$ cat src/rtl/membrane_integrator.sv
// Membrane potential integrator: four-state step pipeline (capture, sum, apply) with clamp, spike and refractory.
// Optional MEMBRANE_SPIKE_RESET_EN: a spiking step writes V_REST instead of the clamped sum.
module membrane_integrator #(
  parameter int DT_SHIFT     = 4,
  parameter int V_REST       = -650,
  parameter int V_THRESH     = 0,
  parameter int V_MAX        = 600,
  parameter int V_MIN        = -1000,
  parameter int REFRAC_STEPS = 20
) (
  input  logic               clk,
  input  logic               rst,
  input  logic               dt,
  input  logic signed [15:0] I_K,
  input  logic signed [15:0] I_Na,
  input  logic signed [15:0] I_L,
  input  logic signed [15:0] I_ext,
  output logic signed [15:0] V,
  output logic               v_valid,
  output logic               spike,
  output logic               overrun
);

  localparam int RW = (REFRAC_STEPS < 1) ? 1 : $clog2(REFRAC_STEPS + 1);
  localparam logic signed [15:0] V_REST16  = 16'(V_REST);
  localparam logic signed [15:0] V_MAX16   = 16'(V_MAX);
  localparam logic signed [15:0] V_MIN16   = 16'(V_MIN);
  localparam logic signed [15:0] V_TH16    = 16'(V_THRESH);
  localparam logic signed [18:0] V_MAX19   = 19'(V_MAX);
  localparam logic signed [18:0] V_MIN19   = 19'(V_MIN);
  localparam logic [RW-1:0]      REFRAC_LD = RW'(REFRAC_STEPS);

  typedef enum logic [1:0] {IDLE, CAPTURE, SUM, APPLY} state_t;

  state_t state_q, state_d;

  logic signed [15:0] i_k_q, i_na_q, i_l_q, i_ext_q;
  logic signed [17:0] net_c, net_q, net_sh;
  logic signed [18:0] sum_c;
  logic signed [15:0] v_clamp, v_next;
  logic               spike_c;
  logic [RW-1:0]      refrac_q;

  always_comb begin
    state_d = state_q;
    case (state_q)
      IDLE:    if (dt) state_d = CAPTURE;
      CAPTURE: state_d = SUM;
      SUM:     state_d = APPLY;
      APPLY:   state_d = IDLE;
      default: state_d = IDLE;
    endcase
  end

  // 18 bits hold the worst case of one positive minus three negative full-scale currents.
  always_comb begin
    net_c = {{2{i_ext_q[15]}}, i_ext_q} - {{2{i_k_q[15]}}, i_k_q}
          - {{2{i_na_q[15]}}, i_na_q} - {{2{i_l_q[15]}}, i_l_q};
  end

  always_comb begin
    net_sh  = net_q >>> DT_SHIFT;
    sum_c   = {{3{V[15]}}, V} + {net_sh[17], net_sh};
    v_clamp = sum_c[15:0];
    if (sum_c > V_MAX19)      v_clamp = V_MAX16;
    else if (sum_c < V_MIN19) v_clamp = V_MIN16;
    spike_c = (V < V_TH16) && (v_clamp >= V_TH16) && (refrac_q == '0);
`ifdef MEMBRANE_SPIKE_RESET_EN
    v_next  = spike_c ? V_REST16 : v_clamp;
`else
    v_next  = v_clamp;
`endif
  end

  always_ff @(posedge clk) begin
    if (state_q == IDLE && dt) begin
      i_k_q   <= I_K;
      i_na_q  <= I_Na;
      i_l_q   <= I_L;
      i_ext_q <= I_ext;
    end
    if (state_q == SUM) net_q <= net_c;
  end

  always_ff @(posedge clk) begin
    if (rst) begin
      state_q  <= IDLE;
      V        <= V_REST16;
      v_valid  <= 1'b0;
      spike    <= 1'b0;
      overrun  <= 1'b0;
      refrac_q <= '0;
    end else begin
      state_q <= state_d;
      v_valid <= 1'b0;
      spike   <= 1'b0;
      if (dt && state_q != IDLE) overrun <= 1'b1;
      if (state_q == APPLY) begin
        V       <= v_next;
        v_valid <= 1'b1;
        spike   <= spike_c;
        if (spike_c)              refrac_q <= REFRAC_LD;
        else if (refrac_q != '0)  refrac_q <= refrac_q - RW'(1);
      end
    end
  end

endmodule
$ cat config.mk
export PLATFORM = sky130hd
export DESIGN_NAME = membrane_integrator
export DESIGN_NICKNAME = d
export VERILOG_FILES = /design/src/rtl/membrane_integrator.sv
export SDC_FILE = /design/constraint.sdc
export NUM_CORES = 1
export LEC_CHECK = 0
export CAP_MARGIN = 0
export CORE_MARGIN = 2
export CORE_UTILIZATION = 45
export DETAILED_ROUTE_END_ITERATION = 6
export PLACE_DENSITY = 0.68
export SETUP_SLACK_MARGIN = 0.1
export SLEW_MARGIN = 30
export SYNTH_ARGS = -nofsm -noshare
export SYNTH_HDL_FRONTEND = slang
export SYNTH_SLANG_ARGS = --single-unit
export TNS_END_PERCENT = 5
$ cat constraint.sdc
create_clock -name clk -period 8.75 [get_ports clk]
set_input_delay 1.75 -clock clk [delete_from_list [all_inputs] [get_ports clk]]
set_output_delay 1.75 -clock clk [all_outputs]
set_load 0.02 [all_outputs]
==> reports/results.ini, run 1 <==
[status]
status = finished, final reports clean

[setup_path]
crit_start = i_k_q[0]
reg2reg_from = i_k_q[0]
worstReg2RegEnd = net_q[17]
reg2regPathDepth = 12
critical_path_class = register to register
crit_arrival_ns = 3.98
cp-start-kind = register
crit_path_end = net_q[17]
rrSetupSlack_ns = 4.87
worstPathRequired_ns = 8.85
cp_max_fo = 5
cp-end-kind = register

[final_layout]
layout.nets = 752
area_growth_pct = 21.5
antenna_cells = 0
multi_input_area_um2 = 2870
instances_no_fill = 795
drive_gt1_share_pct = 5.82
regArea_um2 = 2860
nFillCells = 1152

[power]
ir_worst_vdd_v = 0.000143
leakage_nw = 2.93
power.density_nw_per_um2 = 424

[floorplanning]
die_w_um = 120
dieArea_um2 = 14500
die_h_um = 120
io_pins = 86
rows = 42
start_util_pct = 46.1
core_area_um2 = 13200

[route]
drt-met1-wl_um = 5390
drc = 0
ant_nets = 0
wl_per_cell_um = 14.9
firstDrtPassIters = 4
wl_met3_um = 514
initialDrtViolationCount = 194
top_layer = met4
met2_length_um = 5700
via_per_inst = 5.27
vias = 4190
finalWirelength_um = 11900

[synthesis]
yosysWarnings = 0
synth_top_area_share_pct = 38.4
synth-seq-cells = 104
synth-seq-area-share_pct = 46.9
synth_most_common_cell = edfxtp_1
async_flop_share_pct = 0
avgSynthCellArea_um2 = 11.6
yosysTopAreaCell = edfxtp_1
yosys-top-cells-area = edfxtp_1 (38%), fa_1 (10%), dfxtp_1 (8.5%)
ys.flop_type = edfxtp_1
ys_top_cells_by_count = edfxtp_1 (78), inv_1 (73), ha_1 (39), nor2_1 (39), fa_1 (32)
syn_nets = 666
syn_inst = 528
synth_edf_count = 78
netlist_area_um2 = 6100
synth_cell_types = 76

[timing]
rsz0062_at_grt = no
slew_headroom_pct = 39.6
hold_viol_final = 0
slew_violations = 0
fin_setup_tns_ns = 0
finalCritPeriodShare_pct = 44.4
max_freq_mhz = 258
period_needed_ns = 3.88
skew_ns = 0.00618
tightest_slew_ns = 0.883
finalSetupViolCount = 0
hold_slack_ns = 0.476

[global_routing]
grt_max_degree = 65
gr-total-overflow = 0
antenna_found_initial = 0
grt_usage_pct = 17.7
grt_pass1_wl_um = 20200
grt_pass1_vias = 4365

[clock_network]
h-tree-depth = 3
postCtsSetupBuffers = 0
clock_sinks = 104
cts_buffers = 9
clockBufferDepth = 2
cts_tree = yes
holdBufCountCts = 0
clkLatencyLatePin_ns = 0.35
clkTransAtPathRegs_ns = 0.07
cts-root-buf = clkbuf_16
cts_resized = 0

[placement]
port_buffers = 85
dp_cells = 779
hpwl_um = 9220
gp_congestion = 0.833

[flow_run]
cap_violations = 0

[worst_hold_path]
hp-class = register to register

## cell families after synthesis
family                   after synthesis  synth area share (%)
AND/OR/NAND/NOR                      120                  9.92
flip-flops                           104                  46.9
AO/OA/AOI/OAI                        128                  15.6
adder cells (fa/ha/maj)               71                  18.5
XOR/XNOR                              19                  2.73
buffers and inverters                 84                  6.03
multiplexers                           2                 0.328
## metrics by stage
| stage | power (mW) | worst slack, ns | cell area [um2] | utilization (%) |
|---|---|---|---|---|
| final | 3.15 | 4.87 | 7420 | 56.0 |
| after global routing | 3.45 | 4.59 | 7420 | 56.0 |
| after CTS | 3.16 | 4.86 | 7420 | 56.0 |
| after detailed placement | 2.71 | 4.89 | 7090 | 53.5 |
| after global placement | 2.64 | 4.97 | 7090 | 53.5 |
| after floorplan | 2.31 | 5.07 | 6100 | - |
## how the worst min path moves through the flow
stage | from | depth (start not counted) | slack, ns | to
2_1_floorplan | refrac_q[4] | 2 | 0.47 | refrac_q[4]
3_3_place_gp | V[13] | 2 | 0.46 | V[13]
4_1_cts | V[13] | 2 | 0.48 | V[13]
5_1_grt | V[13] | 2 | 0.50 | V[13]
6_report | V[13] | 2 | 0.48 | V[13]
3_5_place_dp | V[13] | 2 | 0.47 | V[13]
## routing by layer
metal,vias to the layer above,GRT usage (%)
met2,105,29.5
met3,22,3.49
li1,2091,-
met4,0,7.56
met1,1972,22.5
met5,-,0
## worst max-delay path, cell delays in order (launching register included)
cell and delay (ns):
edfxtp_1 0.37, ha_1 0.32, fa_1 0.51, inv_1 0.04
ha_1 0.26, a21o_1 0.15, a21o_1 0.18, a2111oi_0 0.81
nor3_1 0.15, nor2_1 0.22, a21oi_1 0.16, o41ai_1 0.34
xnor2_1 0.11
## placed cells by master, fill, tap and decap left out, types with 7 or more instances in the layout
master	instances
a211oi_1	8
a21oi_1	24
clkbuf_16	9
clkdlybuf4s50_1	85
dfxtp_1	26
edfxtp_1	78
fa_1	32
ha_1	39
inv_1	73
nand2_1	20
nand3_1	7
nor2_1	39
nor3_1	13
o21a_1	8
o21ai_0	22
xnor2_1	12
xor2_1	7
## sequential cells by signal (all words and copies together) (netlist names)
signal and flops:
V 16, i_ext_q 16, i_k_q 16, i_l_q 16, i_na_q 16, net_q 14
refrac_q 5, state_q 2, overrun 1, spike 1, v_valid 1
## final cells by class
type                    count  share of cell area, %
repair buffers             86                   11.6
clock inverters             7                   1.38
flip-flops and latches    104                   38.6
inverters                  73                   3.69
clock buffers               9                   3.04
multi-input cells         340                   38.7
well taps                 176                   2.97
## where the power goes
part	leakage (nW)	internal (mW)	switching, mW
registers	0.947	0.768	0.0588
logic	1.82	0.799	1.08
clock network	0.157	0.254	0.188
(Power assumes the default switching activity.)
==> run 2: changes to the inputs <==
- clock period: 8.75 -> 3.6 ns (I/O delays scaled with it)
==> run 2 against run 1 <==
Fmax up 17%. Final area rose by 1.9%. Global-route usage decreased by 0.99 points. Worst hold slack worse by 0.00091 ns. Utilization is 1.1 points higher. Clock power rose to 2.7 times the previous value. Non-clock buffer count up 7. Combinational power rose to 2.5 times the previous value. Die area unchanged. Worst setup slack worse by 4.6 ns. Largest power group unchanged.
==> reports/results.ini, run 2 (synthesis gave the netlist of run 1 again) <==
[status]
status = finished, final reports clean

[floorplanning]
start_util_pct = 46.1
die_h_um = 120
io_pins = 86
die_w_um = 120
core_area_um2 = 13200
rows = 42
dieArea_um2 = 14500

[final_layout]
final_cell_mix = clkdlybuf4s50_1 (85), edfxtp_1 (78), inv_1 (73), nor2_1 (39), ha_1 (39)
area_growth_pct = 23.8
final_common_cell = clkdlybuf4s50_1
final_area_um2 = 7560
instances_no_fill = 802
layout.nets = 759
post-route-util_pct = 57.1
antenna_cells = 0
drive_gt1_share_pct = 7.99

[setup_path]
cp-end-kind = register
cp-start-kind = register
worstPathRequired_ns = 3.70
critical_path_class = register to register
cp_max_fo = 4
crit_arrival_ns = 3.43
reg2regPathDepth = 14

[timing]
period_needed_ns = 3.33
finalSetupViolCount = 0
hold_viol_final = 0
slew_violations = 0
fin_setup_tns_ns = 0
slew_headroom_pct = 54.5
max_freq_mhz = 300
skew_ns = 0.00796
tightest_slew_ns = 0.682
finalWorstSetupSlack_ns = 0.272
rsz0062_at_grt = yes
finalCritPeriodShare_pct = 92.5
hold_slack_ns = 0.475

[route]
drc = 0
firstDrtPassIters = 5
ant_nets = 0
vias = 4201
via_per_inst = 5.24
finalWirelength_um = 11500
wl_per_cell_um = 14.4
initialDrtViolationCount = 185

[clock_network]
cts_tree = yes
cts-root-buf = clkbuf_16
clkTransAtPathRegs_ns = 0.07
h-tree-depth = 3
clockBufferDepth = 2
holdBufCountCts = 0
clock_sinks = 104
cts_buffers = 9
clkLatencyLatePin_ns = 0.35

[placement]
gp_congestion = 0.879
place_ws_ns = 0.103
hpwl_um = 8810
port_buffers = 85
dpl_cell_area_um2 = 7150
dp_cells = 785

[worst_hold_path]
hp-class = register to register
holdPathStages = 2

[global_routing]
grt_pass1_vias = 4111
grt_pass1_wl_um = 19200
gr-total-overflow = 0
grt_max_degree = 65
grt_usage_pct = 16.7
antenna_found_initial = 0

[flow_run]
cap_violations = 0

[power]
power.density_nw_per_um2 = 1050
leakage_nw = 3.00
finalPower_mw = 7.97
ir_worst_vdd_v = 0.000442

run 2: cell types whose count changed in the layout (fill, tap and decap cells not counted), sizes merged:
cell	delta
inv	-1
bufinv	+2
buf	+7
clkinvlp	-1
run 2: what timing repair did:
item                                    4_1_cts  5_1_grt
pin swaps                                     1        1
gates resized for setup                       0        9
endpoints found under the setup margin        1       12
endpoints found under the hold margin         0        0
setup buffers                                 0        1
run 2: worst max-delay path, stage by stage (launching register included):
cell       delay [ns]
edfxtp_1         0.39
ha_1             0.32
fa_1             0.50
inv_1            0.04
ha_1             0.26
a21o_1           0.16
a21o_1           0.19
a2111oi_2        0.35
buf_4            0.17
nor3_1           0.05
nor2_1           0.15
a21oi_1          0.12
buf_4            0.16
o21ai_0          0.14
a2bb2oi_1        0.08
run 2: cell type report:
| cell class | instances | area, um2 |
|---|---|---|
| clock inverters | 7 | 143 |
| multi-input cells | 340 | 2910 |
| well taps | 176 | 220 |
| flip-flops and latches | 104 | 2860 |
| inverters | 73 | 274 |
| repair buffers | 93 | 923 |
| clock buffers | 9 | 225 |
| fillers | 1121 | 5690 |
run 2: power breakdown:
part | internal [mW] | total (mW) | switching (mW)
clock network | 0.753 | 1.20 | 0.444
logic | 2.10 | 4.77 | 2.68
registers | 1.86 | 2.00 | 0.140
total | 4.71 | 7.97 | 3.26
run 2: final timing paths:
kind	startpoint	end	slack, ns
worst max-delay path	i_k_q[0]	net_q[16]	0.27
worst min register to register	V[13]	V[13]	0.47
worst max register to register	i_k_q[0]	net_q[16]	0.27
worst min-delay path	V[13]	V[13]	0.47
run 2: metal layers:
layer	track usage [%]	vias up	wire length (um)
li1	-	2105	-
met5	0	-	0
met3	3.44	19	432
met4	6.18	0	243
met1	22.5	1987	5370
met2	26.7	90	5480
